File: src/rtl/parity_frame_rx_pkg.sv
// parity_frame_rx_pkg: shared FSM state encodings and frame-format constants for parity_frame_rx.
//   ST_IDLE..ST_STOP : 3-bit state encodings
//   START_LVL        : line level of a start bit
//   STOP_LVL         : line level of a stop bit
//   parity_mismatch  : 1 when accumulated data parity, parity bit and parity sense disagree
package parity_frame_rx_pkg;
  localparam logic [2:0] ST_IDLE   = 3'd0;
  localparam logic [2:0] ST_START  = 3'd1;
  localparam logic [2:0] ST_DATA   = 3'd2;
  localparam logic [2:0] ST_PARITY = 3'd3;
  localparam logic [2:0] ST_STOP   = 3'd4;
  localparam logic START_LVL = 1'b0;
  localparam logic STOP_LVL  = 1'b1;
  function automatic logic parity_mismatch(input logic acc, input logic p, input logic odd);
    return acc ^ p ^ odd;
  endfunction
endpackage

File: src/rtl/parity_frame_rx_sync2.sv
// rx_sync2: two-flop synchronizer for the serial line; resets to the idle (high) level.
//   clk   in  system clock
//   rst_n in  asynchronous active-low reset
//   d_i   in  asynchronous input
//   q_o   out synchronized output
module rx_sync2 (
  input  logic clk,
  input  logic rst_n,
  input  logic d_i,
  output logic q_o
);
  logic [1:0] sync_q, sync_d;
  always_comb sync_d = {sync_q[0], d_i};
  always_ff @(posedge clk or negedge rst_n) begin
    if (!rst_n) sync_q <= 2'b11;
    else        sync_q <= sync_d;
  end
  assign q_o = sync_q[1];
endmodule

File: src/rtl/parity_frame_rx.sv
// parity_frame_rx: serial frame receiver (start, DATA_W bits LSB-first, parity, stop) with XOR parity check.
//   clk          in   system clock
//   rst_n        in   asynchronous active-low reset
//   rx_i         in   serial line, idles high
//   data_o       out  last received data word (held)
//   valid_o      out  one-cycle pulse per completed frame
//   parity_err_o out  parity mismatch on last frame (held)
//   frame_err_o  out  stop bit sampled low on last frame (held)
//   busy_o       out  high while a frame is being received
//   Define RX_SYNC_EN to insert a 2-flop synchronizer on rx_i (adds 2 clk of latency).
module parity_frame_rx
  import parity_frame_rx_pkg::*;
#(
  parameter int DATA_W       = 8,
  parameter int CLKS_PER_BIT = 16,
  parameter int ODD_PARITY   = 0
) (
  input  logic              clk,
  input  logic              rst_n,
  input  logic              rx_i,
  output logic [DATA_W-1:0] data_o,
  output logic              valid_o,
  output logic              parity_err_o,
  output logic              frame_err_o,
  output logic              busy_o
);
  localparam int CW = $clog2(CLKS_PER_BIT);
  localparam int BW = $clog2(DATA_W + 1);
  localparam logic [CW-1:0] HALF_M1  = CW'(CLKS_PER_BIT / 2 - 1);
  localparam logic [CW-1:0] FULL_M1  = CW'(CLKS_PER_BIT - 1);
  localparam logic [BW-1:0] LAST_BIT = BW'(DATA_W - 1);
  localparam logic          ODD      = (ODD_PARITY != 0);

  logic rx;
`ifdef RX_SYNC_EN
  rx_sync2 u_sync (.clk(clk), .rst_n(rst_n), .d_i(rx_i), .q_o(rx));
`else
  assign rx = rx_i;
`endif

  logic [2:0]        state_q, state_d;
  logic [CW-1:0]     clk_cnt_q, clk_cnt_d;
  logic [BW-1:0]     bit_cnt_q, bit_cnt_d;
  logic [DATA_W-1:0] shift_q, shift_d;
  logic              acc_q, acc_d;
  logic              perr_q, perr_d;
  logic              ferr_q, ferr_d;
  logic              done_q, done_d;
  logic              rx_prev_q, rx_prev_d;
  logic              tick;

  assign tick = (clk_cnt_q == FULL_M1);

  always_comb begin
    state_d   = state_q;
    clk_cnt_d = tick ? '0 : clk_cnt_q + CW'(1);
    bit_cnt_d = bit_cnt_q;
    shift_d   = shift_q;
    acc_d     = acc_q;
    perr_d    = perr_q;
    ferr_d    = ferr_q;
    done_d    = 1'b0;
    rx_prev_d = rx;
    case (state_q)
      ST_IDLE: begin
        clk_cnt_d = '0;
        if (rx_prev_q && rx == START_LVL) state_d = ST_START;
      end
      ST_START: begin
        // Half a bit in: re-check the start level so short glitches are rejected.
        if (clk_cnt_q == HALF_M1) begin
          clk_cnt_d = '0;
          bit_cnt_d = '0;
          acc_d     = 1'b0;
          state_d   = (rx == START_LVL) ? ST_DATA : ST_IDLE;
        end
      end
      ST_DATA: begin
        if (tick) begin
          // Bits arrive LSB first, so each new bit enters at the top and walks down.
          shift_d   = DATA_W'({rx, shift_q} >> 1);
          acc_d     = acc_q ^ rx;
          bit_cnt_d = bit_cnt_q + BW'(1);
          if (bit_cnt_q == LAST_BIT) state_d = ST_PARITY;
        end
      end
      ST_PARITY: begin
        if (tick) begin
          perr_d  = parity_mismatch(acc_q, rx, ODD);
          state_d = ST_STOP;
        end
      end
      ST_STOP: begin
        if (tick) begin
          ferr_d  = (rx != STOP_LVL);
          done_d  = 1'b1;
          state_d = ST_IDLE;
        end
      end
      default: state_d = ST_IDLE;
    endcase
  end

  always_ff @(posedge clk or negedge rst_n) begin
    if (!rst_n) begin
      state_q   <= ST_IDLE;
      clk_cnt_q <= '0;
      bit_cnt_q <= '0;
      shift_q   <= '0;
      acc_q     <= 1'b0;
      perr_q    <= 1'b0;
      ferr_q    <= 1'b0;
      done_q    <= 1'b0;
      rx_prev_q <= 1'b1;
    end else begin
      state_q   <= state_d;
      clk_cnt_q <= clk_cnt_d;
      bit_cnt_q <= bit_cnt_d;
      shift_q   <= shift_d;
      acc_q     <= acc_d;
      perr_q    <= perr_d;
      ferr_q    <= ferr_d;
      done_q    <= done_d;
      rx_prev_q <= rx_prev_d;
    end
  end

  logic [DATA_W-1:0] data_q, data_d;
  logic              valid_q, valid_d;
  logic              parity_err_q, parity_err_d;
  logic              frame_err_q, frame_err_d;

  // Results publish one cycle after the stop-bit sample, and only then.
  always_comb begin
    valid_d      = done_q;
    data_d       = done_q ? shift_q : data_q;
    parity_err_d = done_q ? perr_q  : parity_err_q;
    frame_err_d  = done_q ? ferr_q  : frame_err_q;
  end

  always_ff @(posedge clk or negedge rst_n) begin
    if (!rst_n) begin
      data_q       <= '0;
      valid_q      <= 1'b0;
      parity_err_q <= 1'b0;
      frame_err_q  <= 1'b0;
    end else begin
      data_q       <= data_d;
      valid_q      <= valid_d;
      parity_err_q <= parity_err_d;
      frame_err_q  <= frame_err_d;
    end
  end

  assign data_o       = data_q;
  assign valid_o      = valid_q;
  assign parity_err_o = parity_err_q;
  assign frame_err_o  = frame_err_q;
  assign busy_o       = (state_q != ST_IDLE);
endmodule

File: config.mk
export PLATFORM = sky130hd
export DESIGN_NAME = parity_frame_rx
export DESIGN_NICKNAME = d
export VERILOG_FILES = /design/src/rtl/parity_frame_rx_pkg.sv /design/src/rtl/parity_frame_rx_sync2.sv /design/src/rtl/parity_frame_rx.sv
export SDC_FILE = /design/constraint.sdc
export NUM_CORES = 1
export LEC_CHECK = 0
export BUFFER_PORTS_ARGS = -buffer_cell sky130_fd_sc_hd__buf_2
export CAP_MARGIN = 5
export CELL_PAD_IN_SITES_DETAIL_PLACEMENT = 1
export CELL_PAD_IN_SITES_GLOBAL_PLACEMENT = 1
export CORE_MARGIN = 1
export CORE_UTILIZATION = 35
export DETAILED_ROUTE_END_ITERATION = 12
export GPL_TIMING_DRIVEN = 0
export PLACE_DENSITY_LB_ADDON = 0.1
export SLEW_MARGIN = 20
export SYNTH_ARGS = -nofsm -noshare
export SYNTH_HDL_FRONTEND = slang
export SYNTH_SLANG_ARGS = --single-unit
File: constraint.sdc
create_clock -name clk -period 2.19 [get_ports clk]
set_input_delay 0.1095 -clock clk [delete_from_list [all_inputs] [get_ports clk]]
set_output_delay 0.1095 -clock clk [all_outputs]
set_load 0.02 [all_outputs]
## Word level (Yosys, flattened, before mapping)

Index checks and enable logic that the tools add are counted.

- Divide/modulo/power cells: 0
- Reduce and logical (&&, ||, !) cells: 9
- Multiplexer cells: 19
- Equal/unequal tests: 13
- $mul: 0
- Bitwise operators: 2
- Order comparisons: 0
- $add $sub $neg: 2
- Shift operators: 0

Operator list:

| kind | number |
|---|---|
| 3-bit two-way mux | 6 |
| 4-bit two-way mux | 4 |
| 4-bit case mux with 2 select lines | 2 |
| 3-bit case mux with 5 select lines | 1 |
| 2-bit inequality test (second input constant) | 6 |
| 4-bit by 1-bit adder with 4-bit output (second input constant) | 2 |
| 4-bit by 3-bit == test with 1-bit output (second input constant) | 2 |
| 3-bit by 2-bit == test with 1-bit output (second input constant) | 2 |
| 2-bit AND reduction | 3 |
| 6-bit AND reduction | 1 |
| 4-bit == test (second input constant) | 1 |
| 1-bit two-way mux | 4 |
| 3-bit by 1-bit == test with 1-bit output (second input constant) | 1 |
| 3-bit == test (second input constant) | 1 |
| 3-bit logical NOT | 1 |
| 3-bit AND reduction | 1 |
| 3-bit nonzero test | 1 |
| 2-bit two-way mux | 1 |
| 1-bit case mux with 2 select lines | 1 |
| 2-bit nonzero test | 1 |
| 1-bit logical AND | 1 |
| 1-bit NOT | 1 |
| 1-bit XOR | 1 |

- Register bits: 35
- Logic and storage cells: 58
- Output and inout port bits: 12
- Memories: 0
- Bits in writable memories: 0
- Bits in latches: 0
- Input port bits: 3
- Memory bits (read-only): 0

## Depth between registers and ports, before layout

Gate-level depths: netlist of run 1.

- Word-level depth: 4
- Gate-level depth with buffers: 7
- Gate-level depth less buffers: 5

## Worst setup path after synthesis of run 1

Ideal clock, no wire load.

- Path type: reg-to-reg
- Start: register clk_cnt_q[0]
- End: register shift_q[7]
- Data arrival time: 1.535 ns
- Stages on the path, launching flop included: 7
- Slack: 0.530 ns
- Buffers on the path: 1
- Setup time: 0.125 ns
- Period minus slack after synthesis: 1.660 ns
- Data required time: 2.065 ns
- Cells stage by stage: dfrtp_1 ha_1 buf_4 and2_4 nand2_2 nor3_4 mux2_2

- Word-level cells in the longest chain between the ends: 2

Ends and longest elaborated chain:

| what | line | text |
|---|---|---|
| start: declaration | parity_frame_rx.sv:42 | `logic [CW-1:0] clk_cnt_q, clk_cnt_d;` |
| start signal: assignment | parity_frame_rx.sv:117 | `clk_cnt_q <= clk_cnt_d;` |
| 4-bit == test | parity_frame_rx.sv:52 | `assign tick = (clk_cnt_q == FULL_M1);` |
| 2-bit AND reduction (no source line) | - |  |
| end signal: assignment | parity_frame_rx.sv:119 | `shift_q <= shift_d;` |
| end: declaration | parity_frame_rx.sv:44 | `logic [DATA_W-1:0] shift_q, shift_d;` |

Every way passes these cells.
A chain may end at the register's enable or synchronous reset.

## Worst setup path after layout of run 1

- Start: register clk_cnt_q[0]
- End: register shift_q[0]

Same word-level chain as after synthesis.

==> summary.md, run 1 <==
| Metric | Value |
|---|---|
| Status | complete, no violations |
| Yosys warning total | 0 |
| CP required | 2.36 ns |
| Post CTS Setup Buffer Count | 0 |
| Largest delay share family, worst path | simple AND/OR/NAND/NOR gates |
| FF-to-FF path depth | 6 |
| Setup tns final | 0 ns |
| Io pins | 15 |
| Worst path arrival time | 2.05 ns |
| Total chip power | 1.85 mW |
| Synth unique cells | 35 |
| Synthesized area | 1610 sq um |
| DR DRC count | 0 |
| Max Clock Freq | 529 MHz |
| Capture point of the critical path | shift_q[0] |
| Syn Area/Cell | 11.6 sq um |
| Tmin final | 1.89 ns |
| Vias in the first global route | 1174 |
| Ys async rst share | 1.00 |
| Max Cap Viol | 0 |
| Post-route antenna net violation count | 0 |
| Initial DRC count | 51 |
| CP Class | flip-flop to flip-flop |
| Commonest non-fill, non-tap cell in the layout | dfrtp_1 |
| PortBufs | 14 |
| CTS buffer count | 5 |
| Area delta synth->final | 15.0% |
| Clk_skew | 0.00340 ns |
| Final hold violations | 0 |
| DIE AREA | 4860 sq um |
| Vias per inst | 5.29 |
| Post-synth EDFFs | 0 |
| Slowest cell on crit path | nor3_4 |
| Diode count | 0 |
| Die Span Y | 69.7 um |
| RSZ-0062 raised after global routing | no |
| Total number of vias | 1132 |
| Power Dens Cells | 1000 nW/um^2 |
| Final Util | 0.421 |
| Worst hold slack | 0.375 ns |
| Largest net degree at the start of global routing | 36 |
| CP Buf/Inv Count | 1 |
| First-pass GRT wire length | 5.91 mm |
| Area of the multi-input gates | 669 sq um |
| Top FF cell, synth | dfrtp_1 |
| DR WL/cell | 15.9 um |
| # setup viols final | 0 |
| Post-detail-place hpwl | 2.29 mm |
| Crit Path Max Fanout | 8 |
| Crit-path cells | ha_1 > buf_4 > and2_4 > nand2_2 > nor3_4 > mux2_2 |
| CTS Buffer Depth | 2 |
| Yosys reg bits | 35 |
| Initial antenna violation count | 0 |
| Gr ovfl total | 0 |
| Register-to-Register Setup Slack | 0.30 ns |
| Critical path depth | 6 |
| Routed wire length | 3.41 mm |
| Gate Count Post-Synth | 138 |
| Sequential area share after synthesis | 0.546 |
| CP max stage delay | 0.42 ns |
| Core ar. | 4380 sq um |
| Slew margin rel. | 0.466 |
| Final period utilization | 0.863 |
| Crit. End Element | flip-flop |
| Critical R2R Capture | shift_q[0] |
| Pre-antenna DRT Iters | 4 |
| Filler cells | 486 |
| CTS tree | yes |
| H-tree depth | 2 |
| Clock transition at the registers of the reported paths | 0.07 ns |
| Most frequent cells in the layout | dfrtp_1 (34), mux2_2 (18), buf_2 (16) |
| Clock root cell | clkbuf_8 |
| HP Class | flip-flop to flip-flop |
| CTS Sinks | 35 |
| Slew of the pin with the lowest slew margin | 0.801 ns |
| Total track usage | 0.155 |
| Crit start category | flip-flop |
| Layout cells sized above 1 | 0.302 |
| FF/Latch Area | 877 sq um |
| Slew Viols, Final | 0 |
| Leak | 0.888 nW |
| GP Congestion | 0.791 |
| Worst-Skew Late Latency | 0.28 ns |
| Nets | 166 |
| Setup crit start | clk_cnt_q[0] |
| Die Width | 69.7 um |
| Worst flop-to-flop path startpoint | clk_cnt_q[0] |
| Maximum VDD drop | 451 uV |
| Num rows | 24 |
| Net Count, Synth | 143 |
| Starting density of the core | 0.366 |
-- layer usage --
metal  wire (um)  up-vias  global-route usage
li1            -      532                   -
met1        1660      569               0.213
met2        1540       23               0.231
met3         130        8              0.0407
met4          78        0              0.0711
met5           0        -                   0
-- through the flow --
| stage | setup WS [ns] | std cells | instance area, sq um |
|---|---|---|---|
| floorplan | 0.530 | 138 | 1610 |
| CTS | 0.273 | 214 | 1850 |
| detailed placement | 0.284 | 204 | 1740 |
| global route | 0.154 | 214 | 1850 |
| global placement | 0.339 | 204 | 1740 |
| finish | 0.301 | 214 | 1850 |
-- what timing repair did --
item                                   in CTS  in global routing
gates resized for setup                     0                  0
endpoints found under the hold margin      35                  0
setup endpoints to repair                   0                  0
hold buffers                                2                  0
-- power by group --
part	internal, mW	total (mW)	leakage (nW)	switching (mW)
logic	0.233	0.585	0.382	0.353
registers	0.737	0.813	0.465	0.0761
clock network	0.222	0.452	0.0412	0.230
-- registers in the layout (all words and copies together), names as in the netlist --
name,count
perr_q,1
shift_q,8
frame_err_o,1
bit_cnt_q,4
acc_q,1
done_q,1
ferr_q,1
valid_o,1
parity_err_o,1
clk_cnt_q,4
data_o,8
rx_prev_q,1
state_q,3
-- area by class of cell --
| class | instances | share of cell area |
|---|---|---|
| Sequential cell | 35 | 0.475 |
| Tap cell | 52 | 0.0353 |
| Buffer | 9 | 0.0237 |
| Inverter | 4 | 0.00814 |
| Timing Repair Buffer | 16 | 0.0488 |
| Multi-Input combinational cell | 90 | 0.363 |
| Clock inverter | 2 | 0.00678 |
| Clock buffer | 6 | 0.0393 |
-- logic make-up after synthesis --
family                   after synthesis  synth area share
adder cells (fa/ha/maj)                2            0.0156
buffers and inverters                 13            0.0366
AND/OR/NAND/NOR                       42             0.150
AO/OA/AOI/OAI                         23            0.0967
multiplexers                          19             0.132
XOR/XNOR                               4            0.0218
flip-flops                            35             0.546
-- worst min-delay path by stage --
stage | slack (ns) | startpoint | end | cells past startpoint
after floorplan | -0.19 | rst_n | acc_q | 0
after global placement | 0.23 | rst_n | clk_cnt_q[0] | 1
after detailed placement | 0.25 | rst_n | clk_cnt_q[0] | 1
after CTS | 0.38 | done_q | valid_o | 0
after global routing | 0.38 | done_q | valid_o | 0
final | 0.38 | done_q | valid_o | 0
-- Yosys cell counts, types with 3 or more instances --
cell type,count,area (sq um)
nand4b_1,3,26.3
dfrtp_1,34,851
xnor2_1,4,35.0
o21ai_0,6,30.0
nor2_1,10,37.5
nand3_1,7,35.0
mux2_2,18,203
nand2b_1,4,25.0
clkbuf_1,5,18.8
a21oi_1,6,30.0
inv_1,4,15.0
nand2_1,6,22.5
(Power assumes the default switching activity.)
==> run 2, diff against run 1 <==
--- a/config.mk
+++ b/config.mk
@@ -9,6 +9,7 @@
 export CAP_MARGIN = 5
 export CELL_PAD_IN_SITES_DETAIL_PLACEMENT = 1
 export CELL_PAD_IN_SITES_GLOBAL_PLACEMENT = 1
+export CORE_ASPECT_RATIO = 0.6
 export CORE_MARGIN = 1
 export CORE_UTILIZATION = 35
 export DETAILED_ROUTE_END_ITERATION = 12
@@ -17,4 +18,5 @@
 export SLEW_MARGIN = 20
 export SYNTH_ARGS = -nofsm -noshare
 export SYNTH_HDL_FRONTEND = slang
+export SYNTH_HIERARCHICAL = 1
 export SYNTH_SLANG_ARGS = --single-unit
==> summary.md, run 2 <==
| Metric | Value |
|---|---|
| Slew margin rel. | 0.468 (+0.00186) |
| H-tree depth | 2 (unchanged) |
| Worst path arrival time | 2.07 ns (+0.02 ns) |
| CTS Buffer Depth | 2 (unchanged) |
| Met1 Track Usage GR | 0.260 (+0.0468) |
| Total number of vias | 1130 (-0.18%) |
| Yosys reg bits | 35 (unchanged) |
| Largest net degree at the start of global routing | 36 (unchanged) |
| Net Count, Synth | 143 (unchanged) |
| DR DRC count | 0 (unchanged) |
| Yosys warning total | 6 (+6) |
| Most common cell in the synthesized netlist | dfrtp_1 |
| Syn Area/Cell | 11.6 sq um (unchanged) |
| Vias in the first global route | 1060 (-9.7%) |
| Yosys top cell by area | dfrtp_1 |
| Total chip power | 2.00 mW (+8.2%) |
| Post-synth top cells | dfrtp_1 (34), mux2_2 (18), nor2_1 (10) |
| Crit. End Element | flip-flop |
| Total track usage | 0.162 (+0.00660) |
| Ys async rst share | 1.00 (unchanged) |
| Clock root cell | clkbuf_8 |
| Synth unique cells | 35 (unchanged) |
| Starting density of the core | 0.377 (+0.0110) |
| Crit start category | flip-flop |
| Die Span Y | 54.5 um (-22%) |
| Share of the synthesized area in the top cell type | 0.530 (unchanged) |
| Gr ovfl total | 0 (unchanged) |
| Diode count | 0 (unchanged) |
| Post-detail-place hpwl | 2.52 mm (+10%) |
| Io pins | 15 (unchanged) |
| Tmin final | 1.90 ns (+0.0156 ns) |
| Top post-synthesis cells by area | dfrtp_1 (53%), mux2_2 (13%), nor2_1 (2.3%) |
| Nets | 165 (-0.60%) |
| Commonest non-fill, non-tap cell in the layout | dfrtp_1 |
| DIE AREA | 4870 sq um (+0.18%) |
| Die Width | 89.4 um (+28%) |
| CTS buffer count | 5 (unchanged) |
| Num rows | 18 (-25%) |
| Most frequent cells in the layout | dfrtp_1 (34), mux2_2 (18), buf_2 (16) |
| GP Congestion | 0.822 (+3.8%) |
| Busiest layer in global routing | met1 |
| # setup viols final | 0 (unchanged) |
| Post-route antenna net violation count | 0 (unchanged) |
| Max Clock Freq | 525 MHz (-0.82%) |
| DR WL/cell | 15.9 um (about the same) |
| Slew Viols, Final | 0 (unchanged) |
| CTS Sinks | 35 (unchanged) |
| Max Cap Viol | 0 (unchanged) |
| Crit-path cells | ha_1 > buf_4 > and2_4 > nand2_2 > nor3_4 > mux2_2 |
| PortBufs | 14 (unchanged) |
| Clk_skew | 0.00752 ns (+0.00411 ns) |
| Core ar. | 4260 sq um (-2.9%) |
| Area delta synth->final | 17.0% |
| Slew of the pin with the lowest slew margin | 0.798 ns (-0.00278 ns) |
| Gate Count Post-Synth | 138 (unchanged) |
| Register-to-Register Setup Slack | 0.29 ns (-0.02 ns) |
| CTS tree | yes |
| Routed wire length | 3.52 mm (+3.3%) |
| Slowest cell on crit path | nor3_4 |
| Filler cells | 463 (-4.7%) |
| Maximum VDD drop | 351 uV (-22%) |
| Final period utilization | 0.870 (+0.00711) |
| Post CTS Setup Buffer Count | 0 (unchanged) |
| Final hold violations | 0 (unchanged) |
| Vias per inst | 5.11 (-3.3%) |
| Status | complete, no violations |
| CP required | 2.35 ns (about the same) |
| Leak | 0.904 nW (+1.8%) |
| Post-synth EDFFs | 0 (unchanged) |
| Pre-antenna DRT Iters | 4 (unchanged) |
| CP max stage delay | 0.43 ns (about the same) |
| Layout cells sized above 1 | 0.311 (+0.00809) |
| HP Class | input pin to flip-flop |
| Met2 Use GR | 0.212 (-0.0184) |
| First-pass GRT wire length | 5.68 mm (-3.9%) |
| Sequential area share after synthesis | 0.546 (unchanged) |
| Top FF cell, synth | dfrtp_1 |
| Met3 Usage GRT | 0.0452 (+0.00455) |
| Worst-Skew Late Latency | 0.28 ns (about the same) |
| Power Dens Cells | 1070 nW/um^2 (+6.3%) |
| CP Class | flip-flop to flip-flop |
| Setup tns final | 0 ns (unchanged) |
| Crit Path Max Fanout | 8 (unchanged) |
| Synthesized area | 1610 sq um (unchanged) |
| RSZ-0062 raised after global routing | no |
| Initial antenna violation count | 0 (unchanged) |
| Initial DRC count | 90 (+76%) |
| Clock transition at the registers of the reported paths | 0.08 ns (about the same) |
[run 2: path summary, 6_finish.rpt]
kind,endpoint,cells after the start,startpoint
max in group asynchronous,shift_q[5],2,rst_n
hold reg to reg,valid_o,0,done_q
hold / removal,rx_prev_q,1,rx_i
setup reg to reg,shift_q[6],6,clk_cnt_q[0]
setup / recovery,shift_q[6],6,clk_cnt_q[0]
min in group asynchronous,bit_cnt_q[3],2,rst_n
[run 2: final cells by class]
class,instances,area (sq um),area share
clock buffers,6,82.6,0.0440
well taps,60,75.1,0.0400
plain buffers,9,43.8,0.0233
inverters,4,15.0,0.00799
multi-input cells,90,669,0.356
clock inverters,2,35.0,0.0187
flip-flops and latches,35,877,0.467
repair buffers,15,80.1,0.0426
[run 2: worst max-delay path, delay by kind of cell, from the launching register on]
| family | cells | cell delay, ns |
|---|---|---|
| simple gates | 3 | 0.69 |
| flops | 1 | 0.40 |
| mux | 1 | 0.39 |
| fa+ha+maj | 1 | 0.16 |
| buf+inv | 1 | 0.14 |
[run 2: power by group]
group | total, mW | internal [mW] | switching, mW
Clock | 0.603 | 0.368 | 0.234
Sequential | 0.816 | 0.737 | 0.0788
Combinational | 0.584 | 0.231 | 0.352
Total | 2.00 | 1.34 | 0.665
[run 2: cells by family after synthesis]
logic type	share of synthesized area
AOI/OAI and AO/OA	0.0967
xor gates and xnor gates	0.0218
adders and majority gates	0.0156
buffers and inverters	0.0366
DFF	0.546
muxes	0.132
and+or+nand+nor	0.150
[run 2: routing by layer]
| metal | up-vias | part of all wire |
|---|---|---|
| li1 | 535 | - |
| met1 | 574 | 0.54 |
| met2 | 21 | 0.42 |
| met3 | 0 | 0.037 |
| met4 | 0 | 0 |
| met5 | - | 0 |
[run 2: metrics by stage]
stage               area, sq um  hold slack (ns)  instances  setup slack [ns]   util
global placement           1750            0.231        212             0.345  0.411
finish                     1880           0.0207        221             0.285  0.441
CTS                        1880          0.00993        221             0.293  0.441
floorplan                  1610           -0.186        138             0.530      -
global route               1880           0.0183        221             0.187  0.441
detailed placement         1750            0.256        212             0.306  0.411
[run 2: what timing repair did]
| action | 4_1_cts | 5_1_grt |
|---|---|---|
| hold endpoints to repair | 34 | 0 |
| gates resized for setup | 0 | 0 |
| hold buffers | 1 | 0 |
